--- config.mk ---
export PLATFORM = sky130hd
export DESIGN_NAME = asmd_divider
export DESIGN_NICKNAME = d
export VERILOG_FILES = /design/src/rtl/asmd_divider.sv
export SDC_FILE = /design/constraint.sdc
export NUM_CORES = 1
export LEC_CHECK = 0
export ABC_AREA = 1
export BUFFER_PORTS_ARGS = -buffer_cell sky130_fd_sc_hd__buf_4
export CAP_MARGIN = 15
export CORE_MARGIN = 5
export CORE_UTILIZATION = 40
export DETAILED_ROUTE_END_ITERATION = 8
export PLACE_DENSITY = 0.63
export SLEW_MARGIN = 20
export SYNTH_ARGS = -nofsm -noshare
export SYNTH_HDL_FRONTEND = slang
export SYNTH_SLANG_ARGS = --single-unit
--- constraint.sdc ---
create_clock -name clk -period 2.5 [get_ports clk]
set_clock_uncertainty 0.1 [all_clocks]
set_input_delay 0.5 -clock clk [delete_from_list [all_inputs] [get_ports clk]]
set_output_delay 0.5 -clock clk [all_outputs]
set_load 0.1 [all_outputs]
--- src/rtl/asmd_divider.sv ---
// rtl/asmd_divider.sv - sequential restoring divider, one quotient bit per clock, start/ready handshake
// Optional build macro ASMD_DIVIDER_EARLY_EXIT_EN: a dividend smaller than the divisor
// skips the iterations and completes in a single busy cycle with identical results.
module asmd_divider #(
  parameter int word_length = 4
) (
  input  logic                   clk,
  input  logic                   reset,
  input  logic [word_length-1:0] dividend,
  input  logic [word_length-1:0] divisor,
  input  logic                   start,
  output logic [word_length-1:0] quotient,
  output logic [word_length-1:0] remainder,
  output logic                   ready,
  output logic                   div_by_zero
);

  localparam int CW = $clog2(word_length + 1);

  typedef enum logic [1:0] {
    S_IDLE,
    S_RUN,
    S_DONE,
    S_DZ
  } state_t;

  state_t state;
  state_t state_next;

  // A only ever holds a value below the divisor, so its stored width is word_length;
  // the extra bit of the shifted accumulator lives only in a_shift / trial.
  logic [word_length-1:0] a_reg;
  logic [word_length-1:0] q_reg;
  logic [word_length-1:0] d_reg;
  logic [CW-1:0]          count;

  logic [word_length:0]   a_shift;
  logic [word_length:0]   trial;

  assign a_shift = {a_reg, q_reg[word_length-1]};
  assign trial   = a_shift - {1'b0, d_reg};

  // State register
  always_ff @(posedge clk) begin
    if (reset) begin
      state <= S_IDLE;
    end else begin
      state <= state_next;
    end
  end

  // Next-state decode and handshake output
  always_comb begin
    state_next = state;
    ready      = 1'b0;
    case (state)
      S_IDLE: begin
        ready = 1'b1;
        if (start) begin
          if (divisor == '0) begin
            state_next = S_DZ;
`ifdef ASMD_DIVIDER_EARLY_EXIT_EN
          end else if (dividend < divisor) begin
            state_next = S_DONE;
`endif
          end else begin
            state_next = S_RUN;
          end
        end
      end
      S_RUN: begin
        if (count == CW'(1)) begin
          state_next = S_DONE;
        end
      end
      S_DONE:  state_next = S_IDLE;
      S_DZ:    state_next = S_IDLE;
      default: state_next = S_IDLE;
    endcase
  end

  // Datapath: operand capture, shift/subtract/restore iterations, result publication
  always_ff @(posedge clk) begin
    if (reset) begin
      a_reg       <= '0;
      q_reg       <= '0;
      d_reg       <= '0;
      count       <= '0;
      quotient    <= '0;
      remainder   <= '0;
      div_by_zero <= 1'b0;
    end else begin
      case (state)
        S_IDLE: begin
          if (start) begin
            // q_reg doubles as the latched dividend for the divide-by-zero result
            q_reg <= dividend;
            d_reg <= divisor;
            a_reg <= '0;
            count <= CW'(word_length);
`ifdef ASMD_DIVIDER_EARLY_EXIT_EN
            if ((divisor != '0) && (dividend < divisor)) begin
              q_reg <= '0;
              a_reg <= dividend;
            end
`endif
          end
        end
        S_RUN: begin
          // Negative trial keeps the shifted A (its top bit is zero in that case)
          a_reg <= trial[word_length] ? a_shift[word_length-1:0] : trial[word_length-1:0];
          q_reg <= {q_reg[word_length-2:0], ~trial[word_length]};
          count <= count - CW'(1);
        end
        S_DONE: begin
          quotient    <= q_reg;
          remainder   <= a_reg;
          div_by_zero <= 1'b0;
        end
        S_DZ: begin
          quotient    <= '1;
          remainder   <= q_reg;
          div_by_zero <= 1'b1;
        end
        default: ;
      endcase
    end
  end

endmodule

# Word-level counts from Yosys, hierarchy flattened
# Cells that the tools add are included.
op_classes:
  bitwise_logic: 1
  n_mux: 15
  add_sub_neg: 2
  reduce_logical: 8
  n_eq_ne: 6
op_table:
  columns: ["op", "count"]
  rows:
  - ["4-bit case mux with 2 select lines", 4]
  - ["4-bit two-way mux", 3]
  - ["2-bit two-way mux", 3]
  - ["2-bit case mux with 3 select lines", 1]
  - ["3-bit case mux with 2 select lines", 1]
  - ["2-bit AND reduction", 3]
  - ["5-bit by 4-bit subtractor with 5-bit output", 1]
  - ["2-bit equality test (second input constant)", 2]
  - ["4-bit zero test", 1]
  - ["2-bit inequality test (second input constant)", 2]
  - ["2-bit nonzero test", 2]
  - ["3-bit by 1-bit equality test with 1-bit output (second input constant)", 1]
  - ["3-bit two-way mux", 1]
  - ["3-bit by 1-bit subtractor with 3-bit output (second input constant)", 1]
  - ["2-bit by 1-bit equality test with 1-bit output (second input constant)", 1]
  - ["2-bit zero test", 1]
  - ["1-bit case mux with 2 select lines", 1]
  - ["2-bit OR reduction", 1]
  - ["1-bit two-way mux", 1]
  - ["1-bit inverter", 1]
totals:
  wordCells: 40
  ff_bits: 26
  output_inout_bits: 10
  inputBits: 11

# Longest topological paths before layout
depth:
  ltp_word: 4
  ltp_mapped: 12
  depth_no_buf: 12

# Worst setup path after synthesis
# OpenSTA, ideal clock, no wires.
synth_timing:
  path_type: "flip-flop to flip-flop"
  from: "reg state[1]"
  to: "reg count[0]"
  path_slack_ps: 413
  path_stages_with_launch: 8
  required_time_ps: 2279
  path_buffers: 1
  period_less_slack_ps: 2087
  t_arrival_ps: 1866
  setup_ps: 121
  path_cell_list: "dfxtp_1 -> nor2_2 -> nand2_4 -> inv_2 -> nor2_4 -> buf_6 -> nor2_1 -> a211oi_2"
synth_between:
  elab_chain_cells: 3
  word_cells_on_any_way: 6
  classes_between: "2 x eq/ne; 1 x mux; 3 x reduce/logical"
synth_lines:
  columns: ["element", "line", "rtl"]
  rows:
  - ["start, declared", "27", "state_t state;"]
  - ["start signal, assigned", "48", "state <= state_next;"]
  - ["2-bit by 1-bit equality test with 1-bit output / 2-bit zero test (equally long branches)", "93", "case (state)"]
  - ["2-bit nonzero test (no source line) / 2-bit inequality test (equally long branches)", null, null]
  - ["2-bit AND reduction (no source line)", null, null]
  - ["end signal, assigned", "100", "count <= CW'(word_length);"]
  - ["end signal, assigned", "113", "count <= count - CW'(1);"]
  - ["end, declared", "35", "logic [CW-1:0] count;"]
# Several ways; a longest one is shown, not always the timed one.
# A chain may end at the register's enable or synchronous reset.

# Worst setup path after layout
layout_timing:
  from: "reg state[1]"
  to: "out ready"
layout_between:
  elab_chain_cells: 2
layout_lines:
  columns: ["element", "line", "rtl"]
  rows:
  - ["2-bit zero test", "56", "case (state)"]
  - ["1-bit two-way mux", "56", null]
  - ["end, declared", "14", "output logic ready,"]
# Every way passes these cells.

==> flow_summary_export.csv <==
group,metric,value,unit
run_status,status,"complete, no violations",
sta,slew_headroom,66.1,%
setup_path,end_kind,"primary output",
sta,hold_viol,0,
yosys,synthesis.instances,173,
global_route,grt_max_degree,16,
clocking,numClockSinks,26,
drt,avgRoutedWirePerCell,11.3,µm
global_route,grt_pass1_wl,4600,µm
clocking,post_cts_resized,0,
yosys,syn_nets,191,
run,drv_cap,0,
yosys,async_flop_share,0,%
placed_design,place.detailed.hpwl,2080,µm
global_route,grt_util_all_layers,13.4,%
yosys,synth_area_leaders,"dfxtp_1 (41%), nand2_1 (10%), a21oi_1 (7.4%), inv_1 (7.0%), ha_1 (5.8%)",
layout,final_nets,211,
drt,drc,0,
worst_hold_path,hp-start,"divisor[0]",
layout,final_cell_mix,"nand2_1 (35), dfxtp_1 (26), inv_1 (24)",
worst_hold_path,min_path_type,"input port to register",
yosys,ys.flop_type,"dfxtp_1",
sta,period_share,81.6,%
clocking,cts_hold_buf,0,
clocking,cts_max_level,1,
clocking,clk_path_buf_depth,2,
drt,dr.pass1.iters,4,
sta,setup_viol,0,
sta,finalMaxSlewViolations,0,
layout,antennaDiodeCount,0,
layout,ff_latch_area,520,µm²
sta,rsz0062_at_grt,"no",
setup_path,worstPathArrival,1.44,ns
power_and_ir_drop,p_per_area,695,nW/µm²
die,num_rows,20,
clocking,cts_setup_buffers,0,
sta,fmax,0.490,GHz
layout,layout-drive-gt1-share,16.8,%
global_route,grt.overflow.total,0,
drt,postRouteAntennaNets,0,
layout,layout.cells.non_filler,235,
setup_path,path_max_fanout,15,
setup_path,required,1.90,ns
drt,dr_total_vias,1133,
setup_path,crit_path_start_kind,"register",
clocking,cts_tree,"yes",
yosys,yosysWarnings,0,
yosys,syn_area_per_cell,7.43,µm²
global_route,grt_pass1_vias,1118,
yosys,netlist_area,1280,µm²
yosys,synth_cell_types,24,
clocking,cts-root-buf,"clkbuf_4",
power_and_ir_drop,irDropWorstVdd,432,µV
setup_path,reg2reg_depth,11,
placed_design,dpl.cell_count,232,
setup_path,rr_startpoint,"q_reg[3]",
placed_design,port_buffers,20,
yosys,synth.top_cell.area_share,40.5,%
global_route,antenna_found_initial,0,
sta,worst_pin_slew,0.507,ns
layout,final_common_cell,"nand2_1",
power_and_ir_drop,p_leak,0.669,nW
clocking,insertion_delay,0.31,ns
drt,viasPerCell,4.82,
die,ios,21,
drt,drtIter0Drc,54,
die,initial_utilization,41.7,%
yosys,synth_edf_count,0,
yosys,synth_seq_cells,26,
layout,multi_input_area,629,µm²
die,dieHeight,66.7,µm
clocking,path_clk_slew,0.13,ns
die,core_area,3080,µm²
setup_path,rr_endpoint,"a_reg[3]",
worst_hold_path,whs_path_depth,3,
layout,nFillCells,315,
sta,min_period,2.04,ns
die,die_w,66.7,µm
sta,tns,0,ns
die,die_area,4450,µm²
yosys,synth_top_cell_by_area,"dfxtp_1",
setup_path,r2r_slack,0.56,ns
setup_path,worstSetupPathType,"register to primary output",
placed_design,gp_congestion,0.849,
layout,syn2layout_area_growth,15.7,%
clocking,cts_buffers,3,
yosys,ys_seq_area_share,40.5,%
drt,wl,2650,µm
worst_hold_path,hold_end,"d_reg[0]",
## through the flow
stage | worst slack, ns | utilization (%) | hold slack, ns | total power [mW] | cell area [µm²]
global route | 0.304 | 48.3 | 0.350 | 1.12 | 1490
finish | 0.459 | 48.3 | 0.346 | 1.03 | 1490
floorplan | 0.413 | - | 0.333 | 0.792 | 1280
CTS | 0.444 | 48.3 | 0.341 | 1.04 | 1490
detailed placement | 0.590 | 47.6 | 0.354 | 0.871 | 1460
global placement | 0.671 | 47.6 | 0.350 | 0.862 | 1460
## critical path, stage by stage, from the launching register on
cell and delay [ns]:
dfxtp_1 0.49, nor2_2 0.30, buf_4 0.34
## synth_stat cells (2+ instances only)
| master | instances |
|---|---|
| inv_1 | 24 |
| nand3_1 | 11 |
| dfxtp_1 | 26 |
| ha_1 | 6 |
| inv_2 | 3 |
| nor3_1 | 2 |
| o21ai_0 | 15 |
| nor2_1 | 8 |
| clkbuf_1 | 4 |
| nand2_1 | 35 |
| a21oi_1 | 19 |
| o211ai_1 | 8 |
## kinds of logic after synthesis
logic type               share of synthesized area [%]
AND/OR/NAND/NOR                                   20.8
AO/OA/AOI/OAI                                     20.1
XOR/XNOR                                         0.682
buffers and inverters                             10.5
flip-flops                                        40.5
adder cells (fa/ha/maj)                           7.40
## worst max-delay path by stage
stage          endpoint     start
2_1_floorplan  count[0]  state[1]
3_3_place_gp   a_reg[3]  q_reg[3]
3_5_place_dp   a_reg[3]  q_reg[3]
4_1_cts           ready  state[1]
5_1_grt        a_reg[3]  q_reg[3]
6_report          ready  state[1]
## where the power goes
| group | total, mW | internal (mW) | switching, mW |
|---|---|---|---|
| clock network | 0.173 | 0.0564 | 0.116 |
| logic | 0.369 | 0.123 | 0.246 |
| registers | 0.491 | 0.456 | 0.0358 |
| total | 1.03 | 0.635 | 0.399 |
## layer usage
layer	routed length (µm)	track usage, %
met5	0	0
met1	1230	15.8
met2	1250	22.8
met4	27	4.06
met3	136	4.38
## layout make-up
class / instances / area share (%)
clock buffers: 3 / 1.52
inverters: 27 / 6.82
multi-input cells: 114 / 42.3
flip-flops and latches: 26 / 35.0
well taps: 44 / 3.70
repair buffers: 21 / 10.6
No activity file was read; power rests on OpenSTA's default activity.
